`src/rtl/ltl_monitor_pkg.sv`:
```
// Shared types and constants for the LTL monitor sequencer slice.
package ltl_monitor_pkg;

   localparam int SYMBOL_W        = 8;
   localparam int DEF_IDX_W       = 16;
   localparam int DEF_NUM_REPORTS = 4;

   typedef enum logic [2:0] {
      IDLE  = 3'd0,
      RST   = 3'd1,
      PRIME = 3'd2,
      RUN   = 3'd3,
      FLUSH = 3'd4
   } seq_state_e;

   // Layout of one report entry for the default configuration.
   typedef struct packed {
      logic                       last;
      logic [DEF_IDX_W-1:0]       idx;
      logic [DEF_NUM_REPORTS-1:0] rpt;
   } report_entry_t;

endpackage

```
`src/rtl/ltl_monitor_sequencer_if.sv`:
```
// Trace stream (s_*) and report stream (r_*) of the monitor sequencer.
interface ltl_monitor_sequencer_if
   import ltl_monitor_pkg::*;
#(
   parameter int IDX_W       = DEF_IDX_W,
   parameter int NUM_REPORTS = DEF_NUM_REPORTS
) ();

   logic                         s_valid;
   logic                         s_ready;
   logic [SYMBOL_W-1:0]          s_symbol;
   logic                         s_last;
   logic                         r_valid;
   logic                         r_ready;
   logic [IDX_W+NUM_REPORTS:0]   r_data;

   modport master (
      output s_valid, s_symbol, s_last, r_ready,
      input  s_ready, r_valid, r_data
   );

   modport slave (
      input  s_valid, s_symbol, s_last, r_ready,
      output s_ready, r_valid, r_data
   );

endinterface

```
`src/rtl/ltl_report_fifo.sv`:
```
// First-word-fall-through report FIFO with registered storage and free count.
module ltl_report_fifo #(
   parameter int  DEPTH   = 8,
   parameter type entry_t = logic
) (
   input  logic                     clk,
   input  logic                     reset,
   input  logic                     push,
   input  entry_t                   push_data,
   input  logic                     pop,
   output logic                     valid,
   output entry_t                   head,
   output logic [$clog2(DEPTH):0]   free
);

   localparam int              PTR_W   = $clog2(DEPTH);
   localparam logic [PTR_W:0]  DEPTH_C = (PTR_W+1)'(DEPTH);
   localparam logic [PTR_W:0]  ONE_C   = (PTR_W+1)'(1);

   entry_t           mem_r [DEPTH];
   logic [PTR_W-1:0] wr_ptr_r;
   logic [PTR_W-1:0] rd_ptr_r;
   logic [PTR_W:0]   count_r;
   logic             full_s;
   logic             do_push_s;
   logic             do_pop_s;

   assign full_s    = (count_r == DEPTH_C);
   assign do_pop_s  = pop && (count_r != '0);
   assign do_push_s = push && (!full_s || do_pop_s);

   // Pointer and occupancy bookkeeping.
   always_ff @(posedge clk) begin
      if (reset) begin
         wr_ptr_r <= '0;
         rd_ptr_r <= '0;
         count_r  <= '0;
      end else begin
         if (do_push_s) wr_ptr_r <= wr_ptr_r + PTR_W'(1);
         if (do_pop_s)  rd_ptr_r <= rd_ptr_r + PTR_W'(1);
         case ({do_push_s, do_pop_s})
            2'b10:   count_r <= count_r + ONE_C;
            2'b01:   count_r <= count_r - ONE_C;
            default: count_r <= count_r;
         endcase
      end
   end

   // Entry storage; contents need no reset since occupancy gates visibility.
   always_ff @(posedge clk) begin
      if (do_push_s) mem_r[wr_ptr_r] <= push_data;
   end

   assign valid = (count_r != '0);
   assign head  = mem_r[rd_ptr_r];
   assign free  = DEPTH_C - count_r;

endmodule

```
`src/rtl/ltl_monitor_sequencer.sv`:
```
// Sequences one LTL automaton cluster over a symbol trace and queues its reports,
// tagged with the symbol index, for the host.
module ltl_monitor_sequencer
   import ltl_monitor_pkg::*;
#(
   parameter int NUM_REPORTS = DEF_NUM_REPORTS,
   parameter int IDX_W       = DEF_IDX_W,
   parameter int FIFO_DEPTH  = 8,
   parameter int RST_CYCLES  = 2,
   parameter bit REPORT_ALL  = 1'b0
) (
   input  logic                    clk,
   input  logic                    reset,
   input  logic                    cfg_start,
   input  logic                    cfg_abort,
   ltl_monitor_sequencer_if.slave  bus,
   output logic                    am_reset,
   output logic                    am_run,
   output logic [SYMBOL_W-1:0]     am_symbols,
   input  logic [NUM_REPORTS-1:0]  am_report,
   output logic                    busy,
   output logic [7:0]              drop_cnt
);

   localparam int FREE_W = $clog2(FIFO_DEPTH) + 1;
   localparam int CNT_W  = (RST_CYCLES > 1) ? $clog2(RST_CYCLES) : 1;

   typedef struct packed {
      logic                   last;
      logic [IDX_W-1:0]       idx;
      logic [NUM_REPORTS-1:0] rpt;
   } cap_entry_t;

   seq_state_e        state_r;
   logic [CNT_W-1:0]  rst_cnt_r;
   logic [IDX_W-1:0]  idx_r;
   logic [IDX_W-1:0]  cap_idx_r;
   logic              cap_pend_r;
   logic              cap_last_r;
   logic [7:0]        drop_cnt_r;
   logic [FREE_W-1:0] fifo_free_s;
   logic              fifo_valid_s;
   logic              s_ready_s;
   logic              accept_s;
   logic              start_s;
   logic              push_s;
   logic              pop_s;
   cap_entry_t        push_entry_s;
   cap_entry_t        head_entry_s;

   // Symbol acceptance keeps one FIFO slot in reserve for an in-flight capture.
   always_comb begin
      s_ready_s = 1'b0;
      case (state_r)
         PRIME:   s_ready_s = (fifo_free_s >= FREE_W'(2));
         RUN:     s_ready_s = (fifo_free_s >= FREE_W'(2)) ||
                              ((fifo_free_s == FREE_W'(1)) && !cap_pend_r);
         default: s_ready_s = 1'b0;
      endcase
   end

   // Reset is released in the very cycle the first symbol is accepted.
   always_comb begin
      am_reset = 1'b1;
      case (state_r)
         RUN, FLUSH: am_reset = 1'b0;
         PRIME:      am_reset = !accept_s;
         default:    am_reset = 1'b1;
      endcase
   end

   assign accept_s     = bus.s_valid && s_ready_s;
   assign start_s      = cfg_start && !cfg_abort && (state_r == IDLE);
   assign push_s       = cap_pend_r && !cfg_abort &&
                         (REPORT_ALL || (am_report != '0) || cap_last_r);
   assign pop_s        = fifo_valid_s && bus.r_ready;
   assign push_entry_s = '{last: cap_last_r, idx: cap_idx_r, rpt: am_report};

   // Sequencer FSM, symbol index and capture register.
   always_ff @(posedge clk) begin
      if (reset) begin
         state_r    <= IDLE;
         rst_cnt_r  <= '0;
         idx_r      <= '0;
         cap_idx_r  <= '0;
         cap_pend_r <= 1'b0;
         cap_last_r <= 1'b0;
      end else if (cfg_abort) begin
         state_r    <= IDLE;
         cap_pend_r <= 1'b0;
      end else begin
         cap_pend_r <= accept_s;
         if (accept_s) begin
            cap_last_r <= bus.s_last;
            cap_idx_r  <= (state_r == PRIME) ? '0 : idx_r;
            idx_r      <= (state_r == PRIME) ? IDX_W'(1) : idx_r + IDX_W'(1);
         end
         case (state_r)
            IDLE: begin
               if (cfg_start) begin
                  state_r   <= RST;
                  rst_cnt_r <= CNT_W'(RST_CYCLES - 1);
               end
            end
            RST: begin
               if (rst_cnt_r == '0) state_r <= PRIME;
               else                 rst_cnt_r <= rst_cnt_r - CNT_W'(1);
            end
            PRIME:   if (accept_s) state_r <= bus.s_last ? FLUSH : RUN;
            RUN:     if (accept_s && bus.s_last) state_r <= FLUSH;
            FLUSH:   state_r <= IDLE;
            default: state_r <= IDLE;
         endcase
      end
   end

   // Saturating count of captures lost to a full FIFO.
   always_ff @(posedge clk) begin
      if (reset || start_s) begin
         drop_cnt_r <= 8'd0;
      end else if (push_s && (fifo_free_s == '0) && !pop_s && (drop_cnt_r != 8'hFF)) begin
         drop_cnt_r <= drop_cnt_r + 8'd1;
      end
   end

   ltl_report_fifo #(
      .DEPTH   (FIFO_DEPTH),
      .entry_t (cap_entry_t)
   ) u_fifo (
      .clk       (clk),
      .reset     (reset),
      .push      (push_s),
      .push_data (push_entry_s),
      .pop       (pop_s),
      .valid     (fifo_valid_s),
      .head      (head_entry_s),
      .free      (fifo_free_s)
   );

   assign bus.s_ready = s_ready_s;
   assign bus.r_valid = fifo_valid_s;
   assign bus.r_data  = head_entry_s;
   assign am_run      = accept_s;
   assign am_symbols  = bus.s_symbol;
   assign busy        = (state_r != IDLE);
   assign drop_cnt    = drop_cnt_r;

endmodule
```
`src/flat_wrapper.sv`:
```
// flat-port wrapper written by rule: the top's interface ports become plain ports
module ltl_monitor_sequencer_flat import ltl_monitor_pkg::*;
#(
   parameter int NUM_REPORTS = DEF_NUM_REPORTS,
   parameter int IDX_W       = DEF_IDX_W,
   parameter int FIFO_DEPTH  = 8,
   parameter int RST_CYCLES  = 2,
   parameter bit REPORT_ALL  = 1'b0
)
  (clk, reset, cfg_start, cfg_abort, am_reset, am_run, am_symbols, am_report, busy, drop_cnt, bus_s_valid, bus_s_symbol, bus_s_last, bus_r_ready, bus_s_ready, bus_r_valid, bus_r_data);
  ltl_monitor_sequencer_if #(.IDX_W(IDX_W), .NUM_REPORTS(NUM_REPORTS)) bus_i ();
  input  logic clk;
  input  logic reset;
  input  logic cfg_start;
  input  logic cfg_abort;
  output logic am_reset;
  output logic am_run;
  output logic [SYMBOL_W-1:0] am_symbols;
  input  logic [NUM_REPORTS-1:0] am_report;
  output logic busy;
  output logic [7:0] drop_cnt;
  input wire logic [$bits(bus_i.s_valid)-1:0] bus_s_valid;
  input wire logic [$bits(bus_i.s_symbol)-1:0] bus_s_symbol;
  input wire logic [$bits(bus_i.s_last)-1:0] bus_s_last;
  input wire logic [$bits(bus_i.r_ready)-1:0] bus_r_ready;
  output wire logic [$bits(bus_i.s_ready)-1:0] bus_s_ready;
  output wire logic [$bits(bus_i.r_valid)-1:0] bus_r_valid;
  output wire logic [$bits(bus_i.r_data)-1:0] bus_r_data;
  assign bus_i.s_valid = bus_s_valid;
  assign bus_i.s_symbol = bus_s_symbol;
  assign bus_i.s_last = bus_s_last;
  assign bus_i.r_ready = bus_r_ready;
  assign bus_s_ready = bus_i.s_ready;
  assign bus_r_valid = bus_i.r_valid;
  assign bus_r_data = bus_i.r_data;
  ltl_monitor_sequencer #(.NUM_REPORTS(NUM_REPORTS), .IDX_W(IDX_W), .FIFO_DEPTH(FIFO_DEPTH), .RST_CYCLES(RST_CYCLES), .REPORT_ALL(REPORT_ALL)) u_core (.clk(clk), .reset(reset), .cfg_start(cfg_start), .cfg_abort(cfg_abort), .bus(bus_i), .am_reset(am_reset), .am_run(am_run), .am_symbols(am_symbols), .am_report(am_report), .busy(busy), .drop_cnt(drop_cnt));
endmodule
```
`config.mk`:
```
export PLATFORM = sky130hd
export DESIGN_NAME = ltl_monitor_sequencer_flat
export DESIGN_NICKNAME = d
export VERILOG_FILES = /design/src/rtl/ltl_monitor_pkg.sv /design/src/rtl/ltl_monitor_sequencer_if.sv /design/src/rtl/ltl_report_fifo.sv /design/src/rtl/ltl_monitor_sequencer.sv /design/src/flat_wrapper.sv
export SDC_FILE = /design/constraint.sdc
export NUM_CORES = 1
export LEC_CHECK = 0
export BUFFER_PORTS_ARGS = -buffer_cell sky130_fd_sc_hd__buf_2
export CELL_PAD_IN_SITES_DETAIL_PLACEMENT = 1
export CELL_PAD_IN_SITES_GLOBAL_PLACEMENT = 1
export CORE_AREA = 2 2 135 137
export CTS_BUF_LIST = sky130_fd_sc_hd__clkbuf_16
export DETAILED_ROUTE_END_ITERATION = 12
export DIE_AREA = 0 0 137 139
export HOLD_SLACK_MARGIN = 0.15
export PLACE_DENSITY = 0.8
export SLEW_MARGIN = 30
export SYNTH_ARGS = -nofsm -noshare
export SYNTH_HDL_FRONTEND = slang
export SYNTH_SLANG_ARGS = --single-unit
```
`constraint.sdc`:
```
create_clock -name clk -period 6.4 [get_ports clk]
set_clock_uncertainty 0.1 [all_clocks]
set_input_delay 0.96 -clock clk [delete_from_list [all_inputs] [get_ports clk]]
set_output_delay 0.96 -clock clk [all_outputs]
set_load 0.02 [all_outputs]
```
==> results.md <==
* Status: completed
* Syn. warnings at 0
* # DRC at 0
* First-pass GRT wire length at 33,700 µm
* Detailed Route WL at 21,400 µm
* Critical path depth in cells at 7
* Predominant post-synthesis flop cell: edfxtp_1
* DRT Pass-1 Iters at 6
* F_max at 250 MHz
* Post-Syn Nets at 657
* RSZ-0062 raised after global routing: false
* Gates resized, CTS repair at 0
* Synth async-reset ratio at 0%
* DIE AREA at 19,000 µm²
* Most frequent cells after synthesis: edfxtp_1 (168), dfxtp_1 (59), nand2_1 (58), mux4_2 (42), mux2i_1 (38)
* # setup viols final at 0
* Place WS at 2.93 ns
* Initial antenna violation count at 0
* CTS tree: done
* P&R area growth vs syn at 13.4%
* Initial Util at 54.0%
* Vias in the first global route at 5,812
* Wirelength per Cell at 23.5 µm
* Crit end category: primary output
* Clk_lat worst skew at 0.51 ns
* Post-synth top area share at 52.9%
* Most frequent cell after synthesis: edfxtp_1
* Hold Buf Count CTS at 0
* Mapped Cells at 627
* Crit path required time at 5.34 ns
* Post-synth EDFFs at 168
* Gr usage total at 23.1%
* Yosys reg bits at 227
* Clock Sinks at 227
* Clk buf depth at 3
* Setup crit start kind: flop
* Crit Path Max Fanout at 19
* Netlist cell types at 59
* First DRT Iteration DRCs at 275
* Fin nets at 694
* Slew margin rel. at 43.0%
* P_leak at 3.66 nW
* Boundary pin count at 61
* Largest net degree at the start of global routing at 50
* Via count at 5,461
* Crit-path max cell delay at 0.48 ns
* Vias/cell at 5.99
* HPWL Detailed at 12,600 µm
* Final Hold Fails at 0
* Die H at 139 µm
* Max-Cap Viols at 0
* CP Cell Sequence: inv_1 -> ha_1 -> or3_4 -> o21ai_4 -> a2bb2oi_1 -> a21boi_0 -> buf_2
* RD Place Congestion at 0.826
* CTS clk-pin slew, worst paths at 0.05 ns
* CP delay by family, top: compound AO/OA/AOI/OAI gates
* Area leader, netlist: edfxtp_1
* Critical setup path kind: reg2out
* Worst-Margin Slew at 0.850 ns
* Peak supply drop at 0.215 mV
* Hold path cells at 2
* Hold Crit Class: reg2reg
* Crit path DAT at 2.94 ns
* ANT nets after route at 0
* Setup repair bufs after CTS at 0
* Core box area at 17,700 µm²
* Buffers on Ports at 44
* R2R depth at 12
* Clock period minus worst slack at 4.00 ns
* Worst path slowest cell: o21ai_4
* Ant diodes at 0
* Layout cells sized above 1 at 25.8%
* Fin. max-slew vios at 0
* Mapped Area at 9540 µm²
* Post-route setup TNS at 0 ns
* Power Density at 350 nW/µm²
* Final setup margin at 2.40 ns
* TritonCTS Buffers at 24
* Synth top area cells: edfxtp_1 (53%), dfxtp_1 (12%), mux4_2 (9.9%), mux2i_1 (4.0%), mux2_2 (2.5%)
* Rows at 49
* H-Tree Depth at 1
* Syn_area_per_cell at 15.2 µm²
* GRT overflow at 0
* Seq/Total Area, Yosys at 65.3%
* Root buffer cell: clkbuf_16
* Die width at 137 µm
* Final period util at 62.4%
* Buffers and inverters on the worst path at 2
* Final-layout fill cell count at 1,633
-- state kept, by name, summed over array words and instances (netlist names), named ones only --
register,flops
u_core.cap_pend_r,1
u_core.u_fifo.rd_ptr_r,3
u_core.u_fifo.mem_r,168
u_core.drop_cnt,8
u_core.u_fifo.wr_ptr_r,3
u_core.cap_last_r,1
u_core.state_r,3
u_core.idx_r,16
u_core.rst_cnt_r,1
u_core.u_fifo.count_r,4
u_core.cap_idx_r,16
-- cells by family after synthesis --
group           after synthesis  synth area share (%)
xor+xnor                      6                 0.551
flops                       227                  65.3
buf+inv                      50                  2.68
mux                         101                  16.4
fa+ha+maj                    11                  1.52
compound gates               60                  4.26
simple gates                172                  9.34
-- worst paths after layout --
kind | startpoint | endpoint | slack, ns
worst max-delay path | u_core.u_fifo.count_r[1]$_SDFFE_PP0P_ | am_reset | 2.40
worst min-delay path | u_core.u_fifo.rd_ptr_r[1]$_SDFFE_PP0P_ | flop | 0.38
worst max register to register | u_core.u_fifo.count_r[1]$_SDFFE_PP0P_ | u_core.u_fifo.count_r[3]$_SDFFE_PP0P_ | 3.18
worst min register to register | u_core.u_fifo.rd_ptr_r[1]$_SDFFE_PP0P_ | flop | 0.38
-- cell type report --
cell class                      count  area, µm²  share of cell area [%]
Timing Repair Buffer               53        288                    2.66
Inverter                            8       30.0                   0.278
Sequential cell                   227       6230                    57.6
Multi-Input combinational cell    350       3120                    28.9
Clock inverter                     19        230                    2.13
Clock buffer                       25        626                    5.79
Tap cell                          229        287                    2.65
-- cells in the final DEF, fill, tap and decap left out, drive strengths merged, types with 19 or more instances in the layout --
cell    instances
a21oi          26
mux4           42
clkbuf         25
nand3          29
nand2          58
mux2           21
buf            53
nor2           19
mux2i          38
dfxtp          59
edfxtp        168
-- worst reg2reg max path, delay by kind of cell, from the launching register on --
kind	cells	cell delay [ns]
compound gates	4	1.13
simple gates	4	0.75
fa+ha+maj	2	0.48
flops	1	0.43
buf+inv	2	0.27
-- report_power, final --
| part | switching, W | internal, W | total, W |
|---|---|---|---|
| registers | 0.0000522 | 0.00158 | 0.00163 |
| logic | 0.000377 | 0.000288 | 0.000665 |
| clock network | 0.000576 | 0.000914 | 0.00149 |
-- through the flow --
stage,instances,area [µm²],total power (W),hold WS [ns],util (%)
2_1_floorplan,627,9540,0.00218,0.346,-
3_3_place_gp,867,9920,0.00230,0.365,56.2
3_5_place_dp,867,9940,0.00233,0.377,56.3
4_1_cts,911,10800,0.00381,0.386,61.2
5_1_grt,911,10800,0.00392,0.417,61.2
6_report,911,10800,0.00379,0.378,61.2
-- routing by layer --
layer	track usage, %	up-vias	share of wire (%)
met5	0	-	0
met4	6.51	0	1.9
met3	3.18	31	3.8
met2	38.5	118	50
met1	32.0	2822	44
li1	-	2490	-
Note: power is estimated with default switching activity, not from simulation.
